**src/rtl/fifo_srl_flagged.sv**
```systemverilog
// ============================================================================
// Module   : fifo_srl_flagged
// Brief    : Shift-register FIFO, first-word fall-through, registered flags
// Revision : 1.0 - initial release
// ============================================================================
`default_nettype none

module fifo_srl_flagged #(
  parameter int DATA_WIDTH = 32,
  parameter int DEPTH      = 32,
  parameter int AF_MARGIN  = 2,
  parameter int AE_MARGIN  = 2
) (
  input  logic                              clk,
  input  logic                              reset_n,
  output logic                              if_full_n,
  output logic                              if_almost_full_n,
  input  logic                              if_write_ce,
  input  logic                              if_write,
  input  logic [DATA_WIDTH-1:0]             if_din,
  output logic                              if_empty_n,
  output logic                              if_almost_empty_n,
  input  logic                              if_read_ce,
  input  logic                              if_read,
  output logic [DATA_WIDTH-1:0]             if_dout,
  input  logic                              if_flush,
  output logic [$clog2(DEPTH+1)-1:0]        if_count,
  output logic                              err_overflow,
  output logic                              err_underflow
);

  localparam int CNT_WIDTH  = $clog2(DEPTH + 1);
  localparam int ADDR_WIDTH = (DEPTH > 1) ? $clog2(DEPTH) : 1;

  localparam logic [CNT_WIDTH-1:0] FULL_LEVEL = CNT_WIDTH'(DEPTH);
  localparam logic [CNT_WIDTH-1:0] AF_LEVEL   = CNT_WIDTH'(DEPTH - AF_MARGIN);
  localparam logic [CNT_WIDTH-1:0] AE_LEVEL   = CNT_WIDTH'(AE_MARGIN);
  localparam logic [CNT_WIDTH-1:0] ONE        = CNT_WIDTH'(1);

  generate
    if (DEPTH < 2) begin : g_bad_depth
      $error("fifo_srl_flagged: DEPTH must be at least 2");
    end
    if (AF_MARGIN >= DEPTH) begin : g_bad_af
      $error("fifo_srl_flagged: AF_MARGIN must be less than DEPTH");
    end
    if (AE_MARGIN >= DEPTH) begin : g_bad_ae
      $error("fifo_srl_flagged: AE_MARGIN must be less than DEPTH");
    end
  endgenerate

  logic [DATA_WIDTH-1:0] mem [DEPTH];

  logic [CNT_WIDTH-1:0]  r_count;
  logic                  r_full_n;
  logic                  r_almost_full_n;
  logic                  r_empty_n;
  logic                  r_almost_empty_n;
  logic                  r_err_overflow;
  logic                  r_err_underflow;

  logic                  w_wr_req;
  logic                  w_rd_req;
  logic                  w_wr_acc;
  logic                  w_rd_acc;
  logic [CNT_WIDTH-1:0]  w_count_next;
  logic [ADDR_WIDTH-1:0] w_rd_addr;

  // Flush dominates: a flushed cycle neither stores data nor pops.
  assign w_wr_req = if_write & if_write_ce;
  assign w_rd_req = if_read & if_read_ce;
  assign w_wr_acc = w_wr_req & r_full_n & ~if_flush;
  assign w_rd_acc = w_rd_req & r_empty_n & ~if_flush;

  always_comb begin
    w_count_next = r_count;
    if (if_flush) begin
      w_count_next = '0;
    end else if (w_wr_acc && !w_rd_acc) begin
      w_count_next = r_count + ONE;
    end else if (w_rd_acc && !w_wr_acc) begin
      w_count_next = r_count - ONE;
    end
  end

  // Storage carries no reset so it maps onto shift-register primitives.
  always_ff @(posedge clk) begin
    if (w_wr_acc) begin
      mem[0] <= if_din;
      for (int i = 1; i < DEPTH; i++) begin
        mem[i] <= mem[i-1];
      end
    end
  end

  always_ff @(posedge clk or negedge reset_n) begin
    if (!reset_n) begin
      r_count          <= '0;
      r_full_n         <= 1'b1;
      r_almost_full_n  <= 1'b1;
      r_empty_n        <= 1'b0;
      r_almost_empty_n <= 1'b0;
      r_err_overflow   <= 1'b0;
      r_err_underflow  <= 1'b0;
    end else begin
      r_count          <= w_count_next;
      r_full_n         <= (w_count_next != FULL_LEVEL);
      r_almost_full_n  <= (w_count_next < AF_LEVEL);
      r_empty_n        <= (w_count_next != '0);
      r_almost_empty_n <= (w_count_next > AE_LEVEL);
      if (if_flush) begin
        r_err_overflow  <= 1'b0;
        r_err_underflow <= 1'b0;
      end else begin
        r_err_overflow  <= r_err_overflow  | (w_wr_req & ~r_full_n);
        r_err_underflow <= r_err_underflow | (w_rd_req & ~r_empty_n);
      end
    end
  end

  // The oldest word sits at the deepest occupied stage.
  assign w_rd_addr = ADDR_WIDTH'(r_count - ONE);

  always_comb begin
    if_dout = mem[0];
    if (r_count != '0) begin
      if_dout = mem[w_rd_addr];
    end
  end

  assign if_count          = r_count;
  assign if_full_n         = r_full_n;
  assign if_almost_full_n  = r_almost_full_n;
  assign if_empty_n        = r_empty_n;
  assign if_almost_empty_n = r_almost_empty_n;
  assign err_overflow      = r_err_overflow;
  assign err_underflow     = r_err_underflow;

endmodule

`default_nettype wire

```
**config.mk**
```make
export PLATFORM = sky130hd
export DESIGN_NAME = fifo_srl_flagged
export DESIGN_NICKNAME = d
export VERILOG_FILES = /design/src/rtl/fifo_srl_flagged.sv
export SDC_FILE = /design/constraint.sdc
export NUM_CORES = 1
export LEC_CHECK = 0
export CORE_ASPECT_RATIO = 1.1
export CORE_MARGIN = 8
export CORE_UTILIZATION = 65
export CTS_CLUSTER_DIAMETER = 30
export DETAILED_ROUTE_END_ITERATION = 16
export GPL_TIMING_DRIVEN = 1
export PLACE_DENSITY = 0.83
export RECOVER_POWER = 100
export SLEW_MARGIN = 10
export SYNTH_ARGS = -nofsm -noshare
export SYNTH_HDL_FRONTEND = slang
export SYNTH_SLANG_ARGS = --single-unit
```
**constraint.sdc**
```tcl
create_clock -name clk -period 59.4 [get_ports clk]
set_input_delay 11.88 -clock clk [delete_from_list [all_inputs] [get_ports clk]]
set_output_delay 11.88 -clock clk [all_outputs]
set_load 0.01 [all_outputs]
```
==> summary by stage, run 1 <==
Status
The run finished, with violations left. The final reports fail on capacitance limit, slew limit.

Worst setup path
The start-to-end type of the worst setup path is reg -> out. The critical path's largest stage delay is 6.44 ns. The worst setup path is launched from a flop. The signal on the critical path passes through inv_1 > ha_1 > clkbuf_1 > clkbuf_1 > mux4_2 > mux2i_1 > a22oi_1 > a31o_1 > dlygate4sd3_1. At the worst endpoint, the arrival time is 16.25 ns. The kind of end point of the critical path is a primary output. In this run the register-to-register setup slack is 43.85 ns.

Following the worst setup path forward leads to its endpoint at if_dout[26]. The most critical setup path has its startpoint at if_count[0]. The largest fanout on the critical path is 146.

For this design, the slowest cell found on the critical path is clkbuf_1. The library cell appearing most often on the critical path is clkbuf_1. The endpoint identified for the worst register-to-register timing path is mem[3][7]. For the worst setup path, the data required time is 47.52 ns. The worst register-to-register path begins at if_full_n. The depth of the worst register-to-register path is 5.

Power
Total power for the finished layout comes to 1.94 mW. The power per cell area is 41.3 nW/um^2. The maximum vdd drop is 0.0329 mV. The analysis attributes to cell leakage a power of 15.7 nW.

Worst hold path
The path class of the tightest hold or removal check is reg -> reg.

Finish
The area taken by flip-flops and latches is 31100 um^2. Relative to the synthesized area, the layout overhead comes to 17.2%. In the final design database the tool counted 1958 nets. The utilization after layout is 77.0%. After filler insertion, the fill cell instance count of the layout stands at 2875. The fraction of final layout cells with drive strength greater than 1 is 26.4%. The multi-input combinational cell area is 8440 um^2.

Yosys
Yosys mapped the design onto 48 distinct sky130hd cell types. The yosys synthesis warning count is 0. The share of synthesized area occupied by flip-flops and latches is 77.4%. The async set-or-reset flop fraction in the synthesized netlist is 1.16%. Synthesis produced a netlist with a net count of 1794. Averaged over all synthesized cells, the footprint is 22.9 um^2. The number of cells produced by synthesis is 1752. The mapped cell area is 40100 um^2. Yosys mapped a number of flops with a built-in enable equal to 1024.

The number of synthesized register bits is 1036. The most common flop cell mapped by yosys is edfxtp_1.

Clock tree
The number of setup buffers added after CTS is 0. The number of levels the H-tree was split into is 4. The CTS tree is yes. The CTS clock-pin slew for the worst setup and hold paths is 0.06 ns. The clock sink count is 1036. After clock tree synthesis, the flow added hold-fix buffers numbering 0. The CTS root buffer is clkbuf_16. Counting along the longest clock path gives a buffer depth of 3. Clock tree synthesis inserted a total of 155 buffers. The clock network latency to the later pin of the worst-skew pair is 0.75 ns. Once the clock tree was built, the resizer swapped 0 gates to a different size.

Global routing
The pin count of the biggest net entering global routing is 147. The first-pass GRT wire length is 134 mm. For this run the aggregate overflow at the end of global routing stands at 0.

The global-route usage over all layers is 25.5%. The initial antenna violation count is 1. The number of global-route vias before repair is 20708.

Floorplan
The die is 277 um tall. The initial utilization of the core area, before any placement, comes to 65.7%. The core box area is 61100 um^2. The area enclosed by the die boundary is 70000 um^2. The floorplan has 95 rows. The die is 253 um wide. The number of top-level pins is 83.

Place
The post-DP HPWL is 39.0 mm. At the end of routability-driven placement, the weighted congestion stood at 0.780. The quantity of I/O buffers inserted on ports is 82. Before CTS, the worst setup slack after placement is 42.07 ns.

Timing
In this run the tightest slew margin relative to its limit is -500%. The post-layout worst setup margin is 31.27 ns. The max-slew violation total from the final report was 1350. The highest clock frequency the design can meet is 35.5 MHz. The count of final hold-check violations is 0. Setup repair after global routing left no endpoint under its margin. The minimum clock period after layout is 28.13 ns. The period utilization is 47.4%. Setup violations remaining at the end of the flow were counted as 0. For the pin with the worst max-slew slack, the measured transition is 9.00 ns.

The final sum of negative setup slack is 0 ns. The worst-case clock skew is 0.0291 ns.

Detailed routing
The amount of wire on met3 after detailed routing is 7.63 mm. The detailed router's first-iteration violation count is 2321. The first TritonRoute pass finished after 8 iterations. In the final routed layout, each cell accounts on average for 30.3 um.

The routed design uses 43.7 mm of met2 wire. Routed signal wires occupy layers up through met4. The via total after detailed routing is 19582.

The remaining antenna violation count is 0. The routed design has 87.3 mm of wire. Using the TritonRoute via totals, the vias-per-cell ratio works out to 6.81.

After detailed routing, the number of remaining DRC violations is 0. In the final routing, the length of wire on met1 measures 33.1 mm.

Run
The number of violations of the max-capacitance limit is 15.
## sequential cells by signal, summed over array words and instances (netlist names)
register,cells
if_count,6
if_full_n,1
err_overflow,1
err_underflow,1
if_almost_empty_n,1
if_empty_n,1
mem,1024
if_almost_full_n,1
## cells in the mapped netlist, types with 3 or more instances
| master | number | area, um^2 |
|---|---|---|
| a21oi_1 | 3 | 15.0 |
| a22oi_1 | 64 | 480 |
| a31o_1 | 32 | 280 |
| a31oi_1 | 3 | 18.8 |
| a41oi_1 | 3 | 26.3 |
| and3_1 | 3 | 18.8 |
| buf_2 | 34 | 170 |
| buf_6 | 9 | 101 |
| buf_8 | 4 | 60.1 |
| clkbuf_1 | 46 | 173 |
| dfrtp_1 | 10 | 250 |
| edfxtp_1 | 1024 | 30700 |
| ha_1 | 3 | 37.5 |
| inv_1 | 38 | 143 |
| mux2i_1 | 128 | 1280 |
| mux4_2 | 256 | 5770 |
| nand2_1 | 4 | 15.0 |
| nand3_1 | 3 | 15.0 |
| nand4b_1 | 3 | 26.3 |
| nor2_1 | 40 | 150 |
| nor3_1 | 5 | 25.0 |
| xnor2_1 | 5 | 43.8 |
## stage by stage
stage	instance area, um^2	instances	hold WS, ns
2_1_floorplan	40100	1752	0.421
6_report	47000	2876	0.426
4_1_cts	47100	2874	0.423
3_3_place_gp	41700	2583	0.424
3_5_place_dp	41700	2583	0.429
5_1_grt	47000	2874	0.440
## cell families (layout without fill, tap and decap cells)
logic type / Yosys count / after routing / share of synthesized area [%]
compound gates: 115 / 115 / 2.24
xor+xnor: 7 / 7 / 0.171
fa+ha+maj: 3 / 3 / 0.0935
buf+inv: 135 / 433 / 1.67
flops: 1036 / 1036 / 77.4
mux: 384 / 384 / 17.6
other cells: 0 / 2 / 0
simple gates: 72 / 72 / 0.889
## routing by layer
layer | vias up | global-route usage [%]
li1 | 7830 | -
met1 | 10279 | 34.9
met4 | 0 | 9.30
met5 | - | 0
met2 | 1265 | 40.2
met3 | 208 | 6.12
## worst max-delay path: cells and delay by family, from the launching register on
family | cells | cell delay, ns
AO/OA/AOI/OAI | 2 | 0.65
buffers and inverters | 4 | 9.80
flip-flops | 1 | 1.61
multiplexers | 2 | 0.68
adder cells (fa/ha/maj) | 1 | 2.65
## layout make-up
type	count	area share [%]
flip-flops and latches	1036	66.0
multi-input cells	581	17.9
clock buffers	178	8.76
clock inverters	113	2.72
well taps	824	2.19
repair buffers	103	2.04
inverters	39	0.314
diodes	2	0.0106
## report_power, final
group | total, mW | switching [mW] | internal, mW
logic | 0.167 | 0.0858 | 0.0809
registers | 0.839 | 0.0128 | 0.826
clock network | 0.939 | 0.363 | 0.576
total | 1.94 | 0.462 | 1.48
## placed cells by master, fill, tap and decap left out, drive strengths merged, types with 2 or more instances in the layout
| master | count |
|---|---|
| clkbuf | 190 |
| a41oi | 3 |
| nor2b | 2 |
| a31o | 32 |
| mux4 | 256 |
| clkinvlp | 16 |
| nor2 | 40 |
| and3 | 3 |
| inv | 66 |
| buf | 9 |
| diode | 2 |
| ha | 3 |
| mux2i | 128 |
| nor3 | 5 |
| clkdlybuf4s50 | 8 |
| xnor2 | 6 |
| dfstp | 2 |
| a21oi | 3 |
| a31oi | 3 |
| nand2 | 4 |
| a22oi | 64 |
| dfrtp | 10 |
| edfxtp | 1024 |
| dlygate4sd3 | 74 |
| o21ai | 2 |
| bufinv | 15 |
| nand3 | 3 |
| nand4b | 3 |
| nand2b | 2 |
| or3 | 2 |
| clkinv | 55 |
| a2bb2oi | 2 |
## worst min-delay path by stage
stage               cells past startpoint       start         end  slack [ns]
CTS                                     0  mem[17][6]  mem[18][6]        0.42
global placement                        0  mem[1][29]  mem[2][29]        0.42
floorplan                               0   mem[9][0]  mem[10][0]        0.42
global route                            0  mem[5][10]  mem[6][10]        0.44
detailed placement                      0  mem[1][12]  mem[2][12]        0.43
finish                                  0  mem[17][6]  mem[18][6]        0.43
(Power assumes the default switching activity.)
==> inputs of run 2 (changes only) <==
Settings changed: CORE_UTILIZATION 65 to 56, PLACE_DENSITY 0.83 to 0.76.
Clock period 59.4 ns to 22.9 ns, I/O delays scaled along.
==> run 2 against run 1 <==
Compared with the run above: die area rose by 15%; largest power group unchanged; the run still ends with capacitance limit, slew limit left; cell area up 0.63%; via count is 5.3% lower; routed wire length down 12%; cell count up 4.0%; clock power grew to 2.6 times the previous value; total power rose to 2.6 times the previous value.
==> summary by stage, run 2 (synthesis gave the netlist of run 1 again) <==
Power
The maximum vdd drop is 0.0732 mV. In this run the power density over the cells is 106 nW/um^2. The total design power is 5.02 mW. In this run the static leakage power is 15.7 nW.

Detailed routing
For this block, the initial DRC count from the detailed router was 1868. The via total after detailed routing is 18539. The total iterations of the first detailed-routing run is 5. The average wire per standard cell is 25.5 um. The post-route DRC violation count is 0. The remaining antenna violation count is 0. The aggregate routed wire length is 76.4 mm.

The average vias per placed instance is 6.20.

Worst setup path
The start-to-end type of the worst setup path is in -> reg. For flop-to-flop paths, the worst setup slack is 11.05 ns. The beginning of the worst register-to-register path is if_full_n.

The kind of end point of the critical path is a flop. The library cell appearing most often on the critical path is buf_4. On the worst path, the slowest cell contributes a delay of 6.42 ns. The depth of the worst register-to-register path is 5. The data arrival at the endpoint of the critical path is 16.58 ns. In this run the worst path has a maximum fanout of 210.

The highest-delay cell along the critical path is clkinvlp_2. The type of origin of the critical path is an input port. In this run the critical register-to-register path is captured at mem[24][15]. The signal on the critical path passes through dlygate4sd3_1 > nand4b_1 > clkinvlp_2 > buf_4 > buf_12 > buf_4.

The critical path data required time is 23.22 ns.

Timing
The headroom to the max-slew limit is -482%. Dividing the final minimum period by the clock period gives 71.0%. Static timing analysis puts the maximum clock frequency at 61.5 MHz.

Setup repair after global routing left no endpoint under its margin. Setup violations remaining at the end of the flow were counted as 0. The minimum clock period after layout is 16.25 ns.

The max-slew violation total from the final report is 492. Between clock sinks in the finished design, the worst skew comes to 0.0177 ns. The final sum of negative setup slack is 0 ns. The slew at the pin closest to its max-slew limit is 8.67 ns. The count of final hold-check violations is 0. The post-layout worst setup margin is 6.65 ns.

Clock tree
Counting every sink on the clock net gives 1036. The number of hold-repair buffers added at the cts stage is 0. The CTS tree is yes. In this run the deepest clock path goes through 3 buffers. The buffer count from post-CTS setup fixing is 0. After clock tree synthesis, the clock-pin slew on the worst setup and hold paths is 0.06 ns.

The CTS root buffer is clkbuf_16. In this run, CTS created clock tree buffers numbering 156. The H-tree generated during clock tree synthesis spans 4 levels. In this run, post-CTS repair resized a total of 0 instances. The clock network latency to the later pin of the worst-skew pair is 0.73 ns.

Worst hold path
The hold path depth is 0. The endpoint of the worst hold-timing path is mem[16][2]. The class of the tightest hold or removal check is reg -> reg. The startpoint identified for the worst hold timing path is mem[15][2].

Finish
The flip-flop count of the largest register after layout is 1024. Measured on the finished design, the core utilization comes to 66.3%. The area of all placed cells without fillers is 47300 um^2. The net total in the final layout is 1958. Leaving out fill and tap cells, the most frequent cells in the layout are edfxtp_1, mux4_2, clkbuf_16. The commonest non-fill, non-tap cell in the layout is edfxtp_1.

Across the whole layout, storage elements account for 31100 um^2. Summing all multi-input logic gate instances after layout gives 8450 um^2. The register bank with the most flops is mem. The final-layout fill cell count is 4309.

The fraction of final layout cells with drive strength greater than 1 is 26.6%. Compared with the post-synthesis result, the final layout area differs by 18.0%.

Floorplan
The die covers 80500 um^2. The starting utilization of the core area is 56.2%. The number of core rows is 103.

The region available for standard cell placement spans 71400 um^2. In this run the horizontal extent of the chip is 271 um. The overall die height is 297 um.

For this design the top-level I/O count stands at 83.

Global routing
The number of global-route vias before repair is 19798. The initial antenna violation count was 1. The global-route usage over all layers is 19.1%.

The first global-routing pass estimated 120 mm of wire. Entering global routing, the biggest net connects 233 pins. The residual overflow from global routing is 0.

Run
The number of violations of the max-capacitance limit is 6.

Status
The flow ran to the end, but the final reports show violations. The checks that failed: capacitance limit, slew limit.

Place
Port buffering added 82 buffers. At the end of routability-driven placement, the weighted congestion stood at 0.731. The placement-stage cell area is 41900 um^2. Once detailed placement completed, the half-perimeter wirelength came to 37.6 mm. At the placement stage, the worst setup path has a slack of 12.77 ns.
[run 2: changes by cell type in the layout (fill, tap and decap cells not counted), moves of 3 or more]
cell        previous run  this run
buf_4                  7        13
bufinv_16             15        23
clkbuf_1              26        13
clkbuf_16            161       156
clkbuf_8               3         0
clkinv_1              11        16
clkinv_2              22        18
clkinv_8               5        10
clkinvlp_4            15        18
inv_8                  5         0
[run 2: layout make-up]
type                            count  share of cell area [%]
Sequential cell                  1036                    65.6
Multi-Input combinational cell    581                    17.9
Clock buffer                      166                    8.33
Clock inverter                    122                    3.27
Tap cell                          945                    2.50
Timing Repair Buffer              102                    2.13
Inverter                           39                   0.312
Antenna cell                        1                 0.00529
[run 2: per-stage QoR]
stage,hold WS [ns],instances
after global routing,0.443,2991
after detailed placement,0.427,2703
after CTS,0.433,2991
after global placement,0.424,2703
final,0.431,2992
after floorplan,0.421,1752
[run 2: how the worst max path moves through the flow]
stage                startpoint          end  slack (ns)  cells after the start
floorplan              if_flush    mem[0][0]        5.11                      2
global placement       if_flush  mem[29][17]       13.08                      6
detailed placement     if_flush  mem[29][15]       12.77                      6
CTS                 if_count[0]  if_dout[14]       12.19                      9
global route           if_flush  mem[12][17]        5.98                      6
finish                 if_flush  mem[24][15]        6.65                      6
[run 2: critical path: cells and delay by family]
kind          cells  cell delay [ns]
buf+inv           5            11.08
simple gates      1             0.36
[run 2: routing by layer]
metal  share of wire (%)  track usage (%)  up-vias  routed length [um]
met3                 6.1             4.47      121                4670
met1                  42             26.8     9867               31900
li1                    -                -     7822                   -
met2                  50             29.8      729               38200
met5                   0                0        -                   0
met4                 2.2             6.29        0                1650
[run 2: where the power goes]
part	switching [mW]	internal [mW]	total (mW)
Clock	0.921	1.54	2.46
Combinational	0.209	0.181	0.390
Sequential	0.0297	2.14	2.17
